### config.mk
export PLATFORM = sky130hd
export DESIGN_NAME = symbol_packer
export DESIGN_NICKNAME = d
export VERILOG_FILES = /design/src/rtl/symbol_pkg.sv /design/src/rtl/packer_outreg.sv /design/src/rtl/symbol_packer.sv
export SDC_FILE = /design/constraint.sdc
export NUM_CORES = 1
export LEC_CHECK = 0
export CORE_MARGIN = 2
export CORE_UTILIZATION = 46
export DETAILED_ROUTE_END_ITERATION = 10
export GPL_ROUTABILITY_DRIVEN = 0
export MAX_ROUTING_LAYER = met4
export PLACE_DENSITY = 0.8
export SYNTH_ARGS = -nofsm -noshare
export SYNTH_HDL_FRONTEND = slang
export SYNTH_HIERARCHICAL = 1
export SYNTH_SLANG_ARGS = --single-unit
### constraint.sdc
create_clock -name clk -period 1.35 [get_ports clk]
set_input_delay 0.2025 -clock clk [delete_from_list [all_inputs] [get_ports clk]]
set_output_delay 0.2025 -clock clk [all_outputs]
set_load 0.03 [all_outputs]
### src/rtl/symbol_pkg.sv
// Shared line-symbol codes and packer FSM states for the symbol packer slice.
package symbol_pkg;

    typedef enum logic [1:0] {
        SYM_ZERO    = 2'b00,
        SYM_ILLEGAL = 2'b01,
        SYM_ONE     = 2'b10,
        SYM_MARK    = 2'b11
    } sym_e;

    typedef enum logic {
        ST_HUNT = 1'b0,
        ST_PACK = 1'b1
    } state_e;

endpackage

### src/rtl/packer_outreg.sv
// Output holding register: presents completed payloads with a valid/ready
// handshake and flags a sticky overflow when a payload has nowhere to go.
module packer_outreg
    import symbol_pkg::*;
#(
    parameter int NBITS = 8
) (
    input  logic             clk,
    input  logic             reset,
    input  logic             load,
    input  logic [NBITS-1:0] load_data,
    input  logic             ready,
    output logic [NBITS-1:0] data,
    output logic             valid,
    output logic             ovf
);

    logic [NBITS-1:0] data_r, data_s;
    logic             valid_r, valid_s;
    logic             ovf_r, ovf_s;
    logic             stall_s;

    // A held payload that is not being consumed blocks a new one from landing.
    assign stall_s = valid_r & ~ready;

    // Next-state for the holding register, valid flag and sticky overflow.
    always_comb begin
        data_s  = data_r;
        valid_s = valid_r;
        ovf_s   = ovf_r;
        if (load) begin
            if (stall_s) begin
                ovf_s = 1'b1;
            end else begin
                data_s  = load_data;
                valid_s = 1'b1;
            end
        end else if (valid_r & ready) begin
            valid_s = 1'b0;
        end else begin
            valid_s = valid_r;
        end
    end

    // Register update with synchronous reset.
    always_ff @(posedge clk) begin
        if (reset) begin
            data_r  <= {NBITS{1'b0}};
            valid_r <= 1'b0;
            ovf_r   <= 1'b0;
        end else begin
            data_r  <= data_s;
            valid_r <= valid_s;
            ovf_r   <= ovf_s;
        end
    end

    assign data  = data_r;
    assign valid = valid_r;
    assign ovf   = ovf_r;

endmodule

### src/rtl/symbol_packer.sv
// Packs MARK-framed 2-bit line symbols into NBITS payloads (MSB first) and
// counts framing errors with a saturating counter.
module symbol_packer
    import symbol_pkg::*;
#(
    parameter int NBITS = 8,
    parameter int ERR_W = 8
) (
    input  logic             clk,
    input  logic             reset,
    input  logic [1:0]       in,
    output logic [NBITS-1:0] data,
    output logic             valid,
    input  logic             ready,
    output logic             ovf,
    output logic [ERR_W-1:0] err_cnt
);

    localparam int CNT_W = $clog2(NBITS + 1);
    localparam logic [CNT_W-1:0] LAST_IDX = CNT_W'(NBITS - 1);

    state_e           state_r, state_s;
    logic [CNT_W-1:0] cnt_r, cnt_s;
    logic [NBITS-1:0] shift_r, shift_s;
    logic [ERR_W-1:0] err_cnt_r, err_cnt_s;
    logic [NBITS-1:0] payload_s;
    logic             done_s;
    logic             err_hit_s;
    sym_e             sym_s;

    assign sym_s     = sym_e'(in);
    assign payload_s = {shift_r[NBITS-2:0], in[1]};

    // Framing FSM: next state, bit counter, shift register and event strobes.
    always_comb begin
        state_s   = state_r;
        cnt_s     = cnt_r;
        shift_s   = shift_r;
        done_s    = 1'b0;
        err_hit_s = 1'b0;
        case (state_r)
            ST_HUNT: begin
                case (sym_s)
                    SYM_MARK: begin
                        state_s = ST_PACK;
                        cnt_s   = {CNT_W{1'b0}};
                        shift_s = {NBITS{1'b0}};
                    end
                    SYM_ILLEGAL: err_hit_s = 1'b1;
                    default:     state_s   = ST_HUNT;
                endcase
            end
            ST_PACK: begin
                case (sym_s)
                    SYM_ZERO, SYM_ONE: begin
                        if (cnt_r == LAST_IDX) begin
                            // Completed payload is handed off straight from payload_s.
                            done_s  = 1'b1;
                            state_s = ST_HUNT;
                            cnt_s   = {CNT_W{1'b0}};
                            shift_s = {NBITS{1'b0}};
                        end else begin
                            shift_s = payload_s;
                            cnt_s   = cnt_r + CNT_W'(1);
                        end
                    end
                    SYM_MARK: begin
                        err_hit_s = 1'b1;
                        cnt_s     = {CNT_W{1'b0}};
                        shift_s   = {NBITS{1'b0}};
                    end
                    SYM_ILLEGAL: begin
                        err_hit_s = 1'b1;
                        state_s   = ST_HUNT;
                        cnt_s     = {CNT_W{1'b0}};
                        shift_s   = {NBITS{1'b0}};
                    end
                    default: state_s = ST_HUNT;
                endcase
            end
            default: state_s = ST_HUNT;
        endcase
    end

    // Saturating error counter next value.
    always_comb begin
        err_cnt_s = err_cnt_r;
        if (err_hit_s && (err_cnt_r != {ERR_W{1'b1}})) begin
            err_cnt_s = err_cnt_r + ERR_W'(1);
        end else begin
            err_cnt_s = err_cnt_r;
        end
    end

    // FSM, shift register and error counter state with synchronous reset.
    always_ff @(posedge clk) begin
        if (reset) begin
            state_r   <= ST_HUNT;
            cnt_r     <= {CNT_W{1'b0}};
            shift_r   <= {NBITS{1'b0}};
            err_cnt_r <= {ERR_W{1'b0}};
        end else begin
            state_r   <= state_s;
            cnt_r     <= cnt_s;
            shift_r   <= shift_s;
            err_cnt_r <= err_cnt_s;
        end
    end

    assign err_cnt = err_cnt_r;

    packer_outreg #(
        .NBITS(NBITS)
    ) u_outreg (
        .clk      (clk),
        .reset    (reset),
        .load     (done_s),
        .load_data(payload_s),
        .ready    (ready),
        .data     (data),
        .valid    (valid),
        .ovf      (ovf)
    );

endmodule

==> results.toml <==
[clock_network]
clkSlewWorstSetupHoldPaths_ns = 0.09
cts_made_buffers = 5
clock_tree.htree_level_count = 2
clockBufferDepth = 2
cts_hold_buf = 0
tritoncts = "yes"
worstSkewPairLatency_ns = 0.32
tritoncts_num_sinks = 30
clock-root-buffer = "sky130_fd_sc_hd__clkbuf_4"

[place]
postPlaceCellArea_um2 = 1700
port_buf_inserts = 22
placed_wire_length_estimate_mm = 1.84

[global_routing]
grt_usage_pct = 18.3
global_route_congestion_overflow_total = 0
grt_antenna_before_repair = 0
number_of_global_route_vias_before_repair = 1073
grt_pass1_wl_mm = 4.53
grt_start_max_net_pins = 39

[timing]
finalWorstSetupSlack_ns = -0.0667
max_slew_margin_pct = 79.8
clock.fmax_mhz = 706
min_period_ns = 1.42
rsz0062_at_grt = "yes"
worst_clock_skew_ns = 0.00938
min_period_over_period_pct = 105
worst-slew-pin-transition_ns = 0.305
final_max_slew_viol_count = 0
setup_viol = 11
final_hold_viol_count = 0

[die]
floorplan.die.width_um = 57.1
die_h_um = 57.1
io-pin-count = 23
fp.coreArea_um2 = 2710
fp.dieArea_um2 = 3260
row_count = 19
start_util_pct = 47.9

[outcome]
status = "finished, violations left"
violated_checks = "setup timing"

[yosys]
synth_seq_cells = 30
synth.avg_cell_area_um2 = 9.62
ys.warnings.count = 6
synth_cell_types = 35
synth-main-ff-cell = "sky130_fd_sc_hd__dfxtp_1"
main_combinational_cell_family_by_area_after_synthesis = "simple AND/OR/NAND/NOR gates"
synth_fp_nets = 142
synth_edf_count = 0
synth.area.mux_share_pct = 7.71
synth_seq_area_share_pct = 46.2
synth_xor_area_share_pct = 1.35
synth_compound_gate_area_share_pct = 14.5
synth_adder_area_share_pct = 1.93
synth-simple-area-share_pct = 25.3
syn_area_um2 = 1300
synthArstFlopShare_pct = 0
syn-instance-count = 135

[worst_setup_path]
arrival_time_worst_endpoint_ns = 1.66
cp-end-kind = "register"
timing.critical_path.required_ns = 1.60
slowest_delay_ns = 0.36
path_cells = "ha_4 > nand3b_1 > nor3b_2 > nor2b_4 > buf_12 > mux2i_2"
crit_path_start_kind = "register"
critPathKind = "register to register"
crit_family = "simple AND/OR/NAND/NOR gates"
critical_path_buf_inv_count = 1
cp_slowest_cell = "sky130_fd_sc_hd__dfxtp_2"
critical_path_peak_fanout = 8

[route]
firstDrtPassIters = 4
drtAntennaViolNets = 0
drt-initial-drc-count = 18
routed_wl_mm = 2.66
route.detailed.drc = 0
detailroute.via_count = 1113
detail_route.wl_per_cell_um = 12.9
vias_per_cell = 5.40

[power_and_ir_drop]
pwr_density_cell_nw_per_um2 = 953
power.share.switching_pct = 22.3
power.combinational.fraction_pct = 8.1
power_leakage_nw = 0.722
vdd.ir_drop.worst_mv = 0.668
seq_power_share_pct = 52.2
internal_power_mw = 1.34
power.clock.fraction_pct = 39.8
power.switching_mw = 0.385

[layout]
design_area_um2 = 1810
postLayoutCoreUtil_pct = 66.8
layout-drive-gt1-share_pct = 30.3
antenna_cells_inserted = 0
synthToLayoutAreaGrowth_pct = 39.4
final_net_count = 181

[job]
drv.max_cap_violation_count = 0

[hold_path]
min-delay-path-class = "register to register"
worst paths after layout:
kind                                   start               end  slack (ns)  cells past startpoint
worst max-delay path                cnt_r[0]  u_outreg/data[2]       -0.07                      6
worst min-delay path            u_outreg/ovf      u_outreg/ovf        0.47                      2
worst max register to register      cnt_r[0]  u_outreg/data[2]       -0.07                      6
worst min register to register  u_outreg/ovf      u_outreg/ovf        0.47                      2
metal layers:
metal	global-route usage (%)	up-vias	wire length, um
met4	7.97	0	40
met3	4.99	5	154
met1	21.9	522	1200
met2	28.9	35	1270
li1	-	551	-
met5	-	-	0
cell usage in the layout (no fill, tap or decap), types with 2 or more instances in the layout:
master	synthesis	layout
sky130_fd_sc_hd__o21ai_0	2	2
sky130_fd_sc_hd__nor2_1	19	19
sky130_fd_sc_hd__nand2_1	3	3
sky130_fd_sc_hd__clkinv_2	0	2
sky130_fd_sc_hd__clkdlybuf4s15_1	0	2
sky130_fd_sc_hd__dfxtp_1	30	20
sky130_fd_sc_hd__a21oi_1	8	8
sky130_fd_sc_hd__nand2b_1	16	16
sky130_fd_sc_hd__a31oi_1	3	3
sky130_fd_sc_hd__buf_4	0	14
sky130_fd_sc_hd__mux2i_1	10	9
sky130_fd_sc_hd__clkdlybuf4s50_1	0	4
sky130_fd_sc_hd__buf_12	0	2
sky130_fd_sc_hd__a22oi_1	8	5
sky130_fd_sc_hd__dlygate4sd2_1	0	13
sky130_fd_sc_hd__o31ai_1	2	2
sky130_fd_sc_hd__or4_1	2	2
sky130_fd_sc_hd__ha_4	0	2
sky130_fd_sc_hd__dfxtp_4	0	3
sky130_fd_sc_hd__a22oi_2	0	3
sky130_fd_sc_hd__dfxtp_2	0	7
sky130_fd_sc_hd__clkbuf_4	0	5
sky130_fd_sc_hd__clkbuf_2	0	3
sky130_fd_sc_hd__xor2_1	2	2
sky130_fd_sc_hd__nand3_1	4	3
sky130_fd_sc_hd__nor2b_4	1	2
cell usage after synthesis (3+ instances only):
cell type                  instances  share of area [%]
sky130_fd_sc_hd__nand2b_1         16                7.7
sky130_fd_sc_hd__nand3_1           4                1.5
sky130_fd_sc_hd__a22oi_1           8                4.6
sky130_fd_sc_hd__mux2i_1          10                7.7
sky130_fd_sc_hd__nand2_1           3               0.87
sky130_fd_sc_hd__a21oi_1           8                3.1
sky130_fd_sc_hd__a31oi_1           3                1.4
sky130_fd_sc_hd__dfxtp_1          30                 46
sky130_fd_sc_hd__buf_2             3                1.2
sky130_fd_sc_hd__nor2_1           19                5.5
area by class of cell:
class                      count  area, um^2
fill                         211         900
multi-input combinational     98         736
sequential                    30         621
timing repair buffer          38         334
clock inverter                 3        40.0
tap                           31        38.8
clock buffer                   5        37.5
inverter                       1        3.75
per-stage QoR:
stage / setup TNS (ns) / total power, mW / setup WS (ns) / hold slack, ns / cells
floorplan: 0 / 0.993 / 0.000991 / 0.347 / 135
global placement: -4.46 / 1.05 / -0.226 / 0.450 / 194
detailed placement: -5.43 / 1.05 / -0.294 / 0.458 / 194
CTS: -0.506 / 1.75 / -0.107 / 0.477 / 205
global route: -0.760 / 1.80 / -0.104 / 0.504 / 206
finish: -0.257 / 1.73 / -0.0667 / 0.468 / 206
tightest hold or removal path, stage by stage, from the launching register on:
cell and delay, ns:
sky130_fd_sc_hd__dfxtp_1 0.33, sky130_fd_sc_hd__a21oi_1 0.04, sky130_fd_sc_hd__nor2_1 0.07
cell families (layout without fill, tap and decap cells):
logic type,count (synthesis),count (layout)
fa+ha+maj,2,2
simple gates,57,57
flops,30,30
compound gates,27,27
mux,10,10
xor+xnor,2,2
buf+inv,7,47
what timing repair did:
item	4_1_cts	5_1_grt
setup buffers	3	2
gates resized for setup	27	9
pin swaps	2	6
setup endpoints to repair	28	23
state kept, by name, summed over array words and instances, names as in the netlist:
signal,cells
state_r,1
u_outreg/data,8
u_outreg/valid,1
shift_r,7
err_cnt,8
u_outreg/ovf,1
cnt_r,4
power by group through the flow:
stage,registers [mW],clock network [mW],logic [mW]
final,0.901,0.686,0.139
after CTS,0.903,0.711,0.138
after global routing,0.902,0.747,0.150
after global placement,0.923,0,0.125
after detailed placement,0.924,0,0.130
after floorplan,0.933,0,0.0608
No activity file was read; power rests on OpenSTA's default activity.
